## config.mk

```make
export PLATFORM = sky130hd
export DESIGN_NAME = key_step_conditioner
export DESIGN_NICKNAME = d
export VERILOG_FILES = /design/src/rtl/key_step_conditioner.sv
export SDC_FILE = /design/constraint.sdc
export NUM_CORES = 1
export LEC_CHECK = 0
export BUFFER_PORTS_ARGS = -buffer_cell sky130_fd_sc_hd__buf_2
export CORE_UTILIZATION = 35
export DETAILED_ROUTE_END_ITERATION = 10
export SYNTH_ARGS = -nofsm -noshare
export SYNTH_HDL_FRONTEND = slang
export SYNTH_SLANG_ARGS = --single-unit
```

## constraint.sdc

```tcl
create_clock -name clk -period 6.4 [get_ports clk]
set_clock_uncertainty 0.1 [all_clocks]
set_input_delay 0.64 -clock clk [delete_from_list [all_inputs] [get_ports clk]]
set_output_delay 0.64 -clock clk [all_outputs]
set_load 0.01 [all_outputs]
```

## src/rtl/key_step_conditioner.sv

```systemverilog
// Debounced push-button conditioner: per-channel two-flop synchronizer, 4-state
// debounce FSM, registered level and one-cycle step pulse. Optional auto-repeat: KEY_AUTOREPEAT_EN.
module key_step_conditioner #(
  parameter int NKEYS           = 4,
  parameter int DEBOUNCE_CYCLES = 500000,
  parameter int REPEAT_DELAY    = 25000000,
  parameter int REPEAT_PERIOD   = 5000000
) (
  input  logic             clk,
  input  logic             reset,
  input  logic [NKEYS-1:0] key_n,
  output logic [NKEYS-1:0] level,
  output logic [NKEYS-1:0] step
);

  localparam int CW = $clog2(DEBOUNCE_CYCLES) + 1;
  // The entering sample counts as the first, so acceptance is at count DEBOUNCE_CYCLES-2.
  localparam logic [CW-1:0] CNT_LAST = CW'(DEBOUNCE_CYCLES - 2);
  localparam logic [CW-1:0] CNT_MAX  = {CW{1'b1}};

  typedef enum logic [1:0] {
    IDLE      = 2'd0,
    PRESS_CNT = 2'd1,
    HELD      = 2'd2,
    REL_CNT   = 2'd3
  } state_t;

  if (DEBOUNCE_CYCLES < 2) begin : g_bad_debounce
    $error("DEBOUNCE_CYCLES must be >= 2");
  end
  if (REPEAT_DELAY < 1 || REPEAT_PERIOD < 1) begin : g_bad_repeat
    $error("REPEAT_DELAY and REPEAT_PERIOD must be >= 1");
  end

  function automatic logic [CW-1:0] sat_inc(input logic [CW-1:0] c);
    return (c == CNT_MAX) ? c : c + {{(CW-1){1'b0}}, 1'b1};
  endfunction

  logic [NKEYS-1:0] sync1_r, sync2_r;
  logic [NKEYS-1:0] pressed_s;

  // Two-flop synchronizer, resets to the released level
  always_ff @(posedge clk) begin
    if (reset) begin
      sync1_r <= {NKEYS{1'b1}};
      sync2_r <= {NKEYS{1'b1}};
    end else begin
      sync1_r <= key_n;
      sync2_r <= sync1_r;
    end
  end

  assign pressed_s = ~sync2_r;

  for (genvar i = 0; i < NKEYS; i++) begin : g_ch
    state_t        state_r, state_s;
    logic [CW-1:0] cnt_r, cnt_s;
    logic          accept_s, step_s, level_s;
    logic          level_r, step_r;

    // Debounce next-state logic
    always_comb begin
      state_s  = state_r;
      cnt_s    = cnt_r;
      accept_s = 1'b0;
      case (state_r)
        IDLE: begin
          cnt_s = {CW{1'b0}};
          if (pressed_s[i]) state_s = PRESS_CNT;
          else              state_s = IDLE;
        end
        PRESS_CNT: begin
          if (!pressed_s[i]) begin
            state_s = IDLE;
            cnt_s   = {CW{1'b0}};
          end else if (cnt_r >= CNT_LAST) begin
            state_s  = HELD;
            cnt_s    = {CW{1'b0}};
            accept_s = 1'b1;
          end else begin
            cnt_s = sat_inc(cnt_r);
          end
        end
        HELD: begin
          cnt_s = {CW{1'b0}};
          if (!pressed_s[i]) state_s = REL_CNT;
          else               state_s = HELD;
        end
        REL_CNT: begin
          if (pressed_s[i]) begin
            state_s = HELD;
            cnt_s   = {CW{1'b0}};
          end else if (cnt_r >= CNT_LAST) begin
            state_s = IDLE;
            cnt_s   = {CW{1'b0}};
          end else begin
            cnt_s = sat_inc(cnt_r);
          end
        end
        default: begin
          state_s = IDLE;
          cnt_s   = {CW{1'b0}};
        end
      endcase
      level_s = (state_s == HELD) || (state_s == REL_CNT);
    end

`ifdef KEY_AUTOREPEAT_EN
    localparam int RMAX = (REPEAT_DELAY > REPEAT_PERIOD) ? REPEAT_DELAY : REPEAT_PERIOD;
    localparam int RW   = $clog2(RMAX) + 1;
    localparam logic [RW-1:0] RPT_DLY_LAST = RW'(REPEAT_DELAY - 1);
    localparam logic [RW-1:0] RPT_PER_LAST = RW'(REPEAT_PERIOD - 1);

    logic [RW-1:0] rpt_r, rpt_s;
    logic          rep_r, rep_s, fire_s;

    // Repeat timer runs only while staying in HELD; first interval is the longer delay
    always_comb begin
      rpt_s  = {RW{1'b0}};
      rep_s  = 1'b0;
      fire_s = 1'b0;
      if (state_r == HELD && pressed_s[i]) begin
        if (rpt_r >= (rep_r ? RPT_PER_LAST : RPT_DLY_LAST)) begin
          fire_s = 1'b1;
          rep_s  = 1'b1;
        end else begin
          rpt_s = rpt_r + {{(RW-1){1'b0}}, 1'b1};
          rep_s = rep_r;
        end
      end else begin
        rpt_s = {RW{1'b0}};
      end
      step_s = accept_s | fire_s;
    end

    // Repeat timer registers
    always_ff @(posedge clk) begin
      if (reset) begin
        rpt_r <= {RW{1'b0}};
        rep_r <= 1'b0;
      end else begin
        rpt_r <= rpt_s;
        rep_r <= rep_s;
      end
    end
`else
    assign step_s = accept_s;
`endif

    // Channel state and registered outputs; reset also suppresses a due step
    always_ff @(posedge clk) begin
      if (reset) begin
        state_r <= IDLE;
        cnt_r   <= {CW{1'b0}};
        level_r <= 1'b0;
        step_r  <= 1'b0;
      end else begin
        state_r <= state_s;
        cnt_r   <= cnt_s;
        level_r <= level_s;
        step_r  <= step_s;
      end
    end

    assign level[i] = level_r;
    assign step[i]  = step_r;
  end

endmodule

```

==> out/qor.yml <==
wl_per_cell_microns: 12.97
dpl.hpwl_microns: 6690
layout_setup_ws_ps: 3738
drtPass1Iterations: 4
synth_top_area_cell: "dfxtp_1"
die_height_microns: 119.8
relSlewSlack: 0.1553
port_buffers: 13
synthTopCellsByCount: "dfxtp_1 (102), nor2_1 (69), xor2_1 (37), a21oi_1 (26), nand3_1 (25)"
synth_area_leaders: "dfxtp_1 (42%), xor2_1 (6.7%), nor2_1 (5.3%)"
seq_area_frac_synth: 0.4205
ctsHtreeMaxLevel: 3
antenna_found_initial: 0
drt_iter0_drc: 149
hp-class: "reg -> reg"
routed_via_density: 5.231
grt_pass1_wl_microns: 16590
syn_avg_cell_area_sq_um: 8.813
design_area_sq_mm: 0.005320
core_area_sq_mm: 0.01340
drv_cap: 0
placed_cell_area_sq_mm: 0.004997
startpoint_type: "flop"
finalCritPeriodShare: 0.4159
gp_congestion: 0.8336
path_clk_slew_ps: 70
synth_top_cell_area_share: 0.4205
power.total_uw: 1243
ys.flop_type: "dfxtp_1"
drc: 0
power_density_mw_per_mm2: 233.6
grt_max_degree: 24
dp_slack_ps: 3698
netlist_area_sq_mm: 0.004856
finalSetupViolations: 0
start_util: 0.3624
leakage_uw: 0.001636
clk_latency_ps: 350
cts_resized: 0
fin_nets: 567
grt.total_usage: 0.1417
critPathRequiredTime_ps: 6490
status: "finished clean"
final_antenna_net_count: 0
cts_root_buffer: "clkbuf_16"
clock_sinks: 102
path_class: "reg -> reg"
ir_drop_uv: 120.6
period_needed_ps: 2662
rsz0062_at_grt: "no"
cts_buffers: 9
layout-drive-gt1-share: 0.1059
hold_viol_final: 0
end_kind: "flop"
cts_hold_buffers: 0
cts_tree: "yes"
die_w_microns: 119.8
synth.distinct_cells: 58
arrival_ps: 2750
synth_most_common_cell: "dfxtp_1"
crit_fanout: 19
overflow: 0
synth_warnings: 0
pin_count: 14
tns_ps: 0
areaGrowthSynthToFinish_pct: 9.559
slew_viol_final: 0
diodes: 0
max_slew.worst_pin.slew_ps: 1262
ys_ff_latch: 102
via_count: 3834
synth-edff-count: 0
dieArea_sq_mm: 0.01435
syn-instance-count: 551
wirelength_microns: 9508
grt_pass1_vias: 3686
cts_buffer_depth: 2
cts_setup_buffers: 0
synth-async-reset-ratio: 0
n_fill_cell: 1339
clock.fmax_ghz: 0.3757
rows: 42
## critical path, cell delays in order, from the launching register on
cell     delay, ps
dfxtp_1        370
or3_1          380
or4_1          570
a31oi_1        140
or4b_1         810
nor3_1         140
## layout make-up
type | count | area (sq um) | area share
Clock buffer | 11 | 252.7 | 0.04751
Clock inverter | 4 | 70.07 | 0.01317
Inverter | 14 | 52.55 | 0.009878
Multi-Input combinational cell | 412 | 2610 | 0.4906
Sequential cell | 102 | 2042 | 0.3838
Tap cell | 176 | 220.2 | 0.04139
Timing Repair Buffer | 14 | 72.57 | 0.01364
## sequential cells by signal, summed over array words and instances (netlist names)
signal	flops
g_ch.state_r	8
g_ch.level_r	2
sync1_r	4
sync2_r	4
g_ch.cnt_r	80
g_ch.step_r	4
## metal layers
| layer | global-route usage | wire length [microns] | vias up |
|---|---|---|---|
| li1 | - | - | 1974 |
| met1 | 0.1766 | 4614 | 1788 |
| met2 | 0.2301 | 4423 | 58 |
| met3 | 0.03992 | 325 | 14 |
| met4 | 0.05625 | 144 | 0 |
| met5 | 0 | 0 | - |
## cell usage in the layout, fill, tap and decap left out, drive strengths merged, types with 13 or more instances in the layout
| master | netlist | routed |
|---|---|---|
| inv | 14 | 14 |
| nor3 | 19 | 19 |
| a21oi | 26 | 26 |
| xor2 | 37 | 37 |
| nor2 | 79 | 79 |
| o21ai | 20 | 20 |
| nand4 | 23 | 23 |
| buf | 15 | 14 |
| dfxtp | 102 | 102 |
| nand3 | 25 | 25 |
| nand2 | 23 | 23 |
| xnor2 | 18 | 18 |
| a211oi | 13 | 13 |
## kinds of logic after synthesis
family,Yosys count,share of synthesized area
AND/OR/NAND/NOR,243,0.2708
flip-flops,102,0.4205
buffers and inverters,40,0.04432
adder cells (fa/ha/maj),8,0.02061
other,1,0.0007723
XOR/XNOR,55,0.09920
multiplexers,3,0.006184
AO/OA/AOI/OAI,99,0.1376
## path summary, 6_finish.rpt
kind                                              startpoint                      endpoint  slack [ps]  cells past startpoint
worst max-delay path            g_ch[0].cnt_r[11]$_SDFF_PP0_  g_ch[0].cnt_r[15]$_SDFF_PP0_        3740                      5
worst min-delay path                   sync1_r[1]$_SDFF_PP1_         sync2_r[1]$_SDFF_PP1_         310                      1
worst max register to register  g_ch[0].cnt_r[11]$_SDFF_PP0_  g_ch[0].cnt_r[15]$_SDFF_PP0_        3740                      5
worst min register to register         sync1_r[1]$_SDFF_PP1_         sync2_r[1]$_SDFF_PP1_         310                      1
## per-stage QoR
stage	utilization	hold slack (ps)	cells
6_report	0.3970	307.8	733
5_1_grt	0.3970	317.2	733
4_1_cts	0.3970	309.3	733
3_5_place_dp	0.3729	294.2	718
3_3_place_gp	0.3729	291.6	718
2_1_floorplan	-	289.5	554
## where the power goes
group          internal [uW]  switching, uW  leakage (uW)
sequential               639           3.73      0.000825
clock                    360            226      0.000161
combinational           6.05           7.11      0.000650
Power figures use the tool's default switching activity.
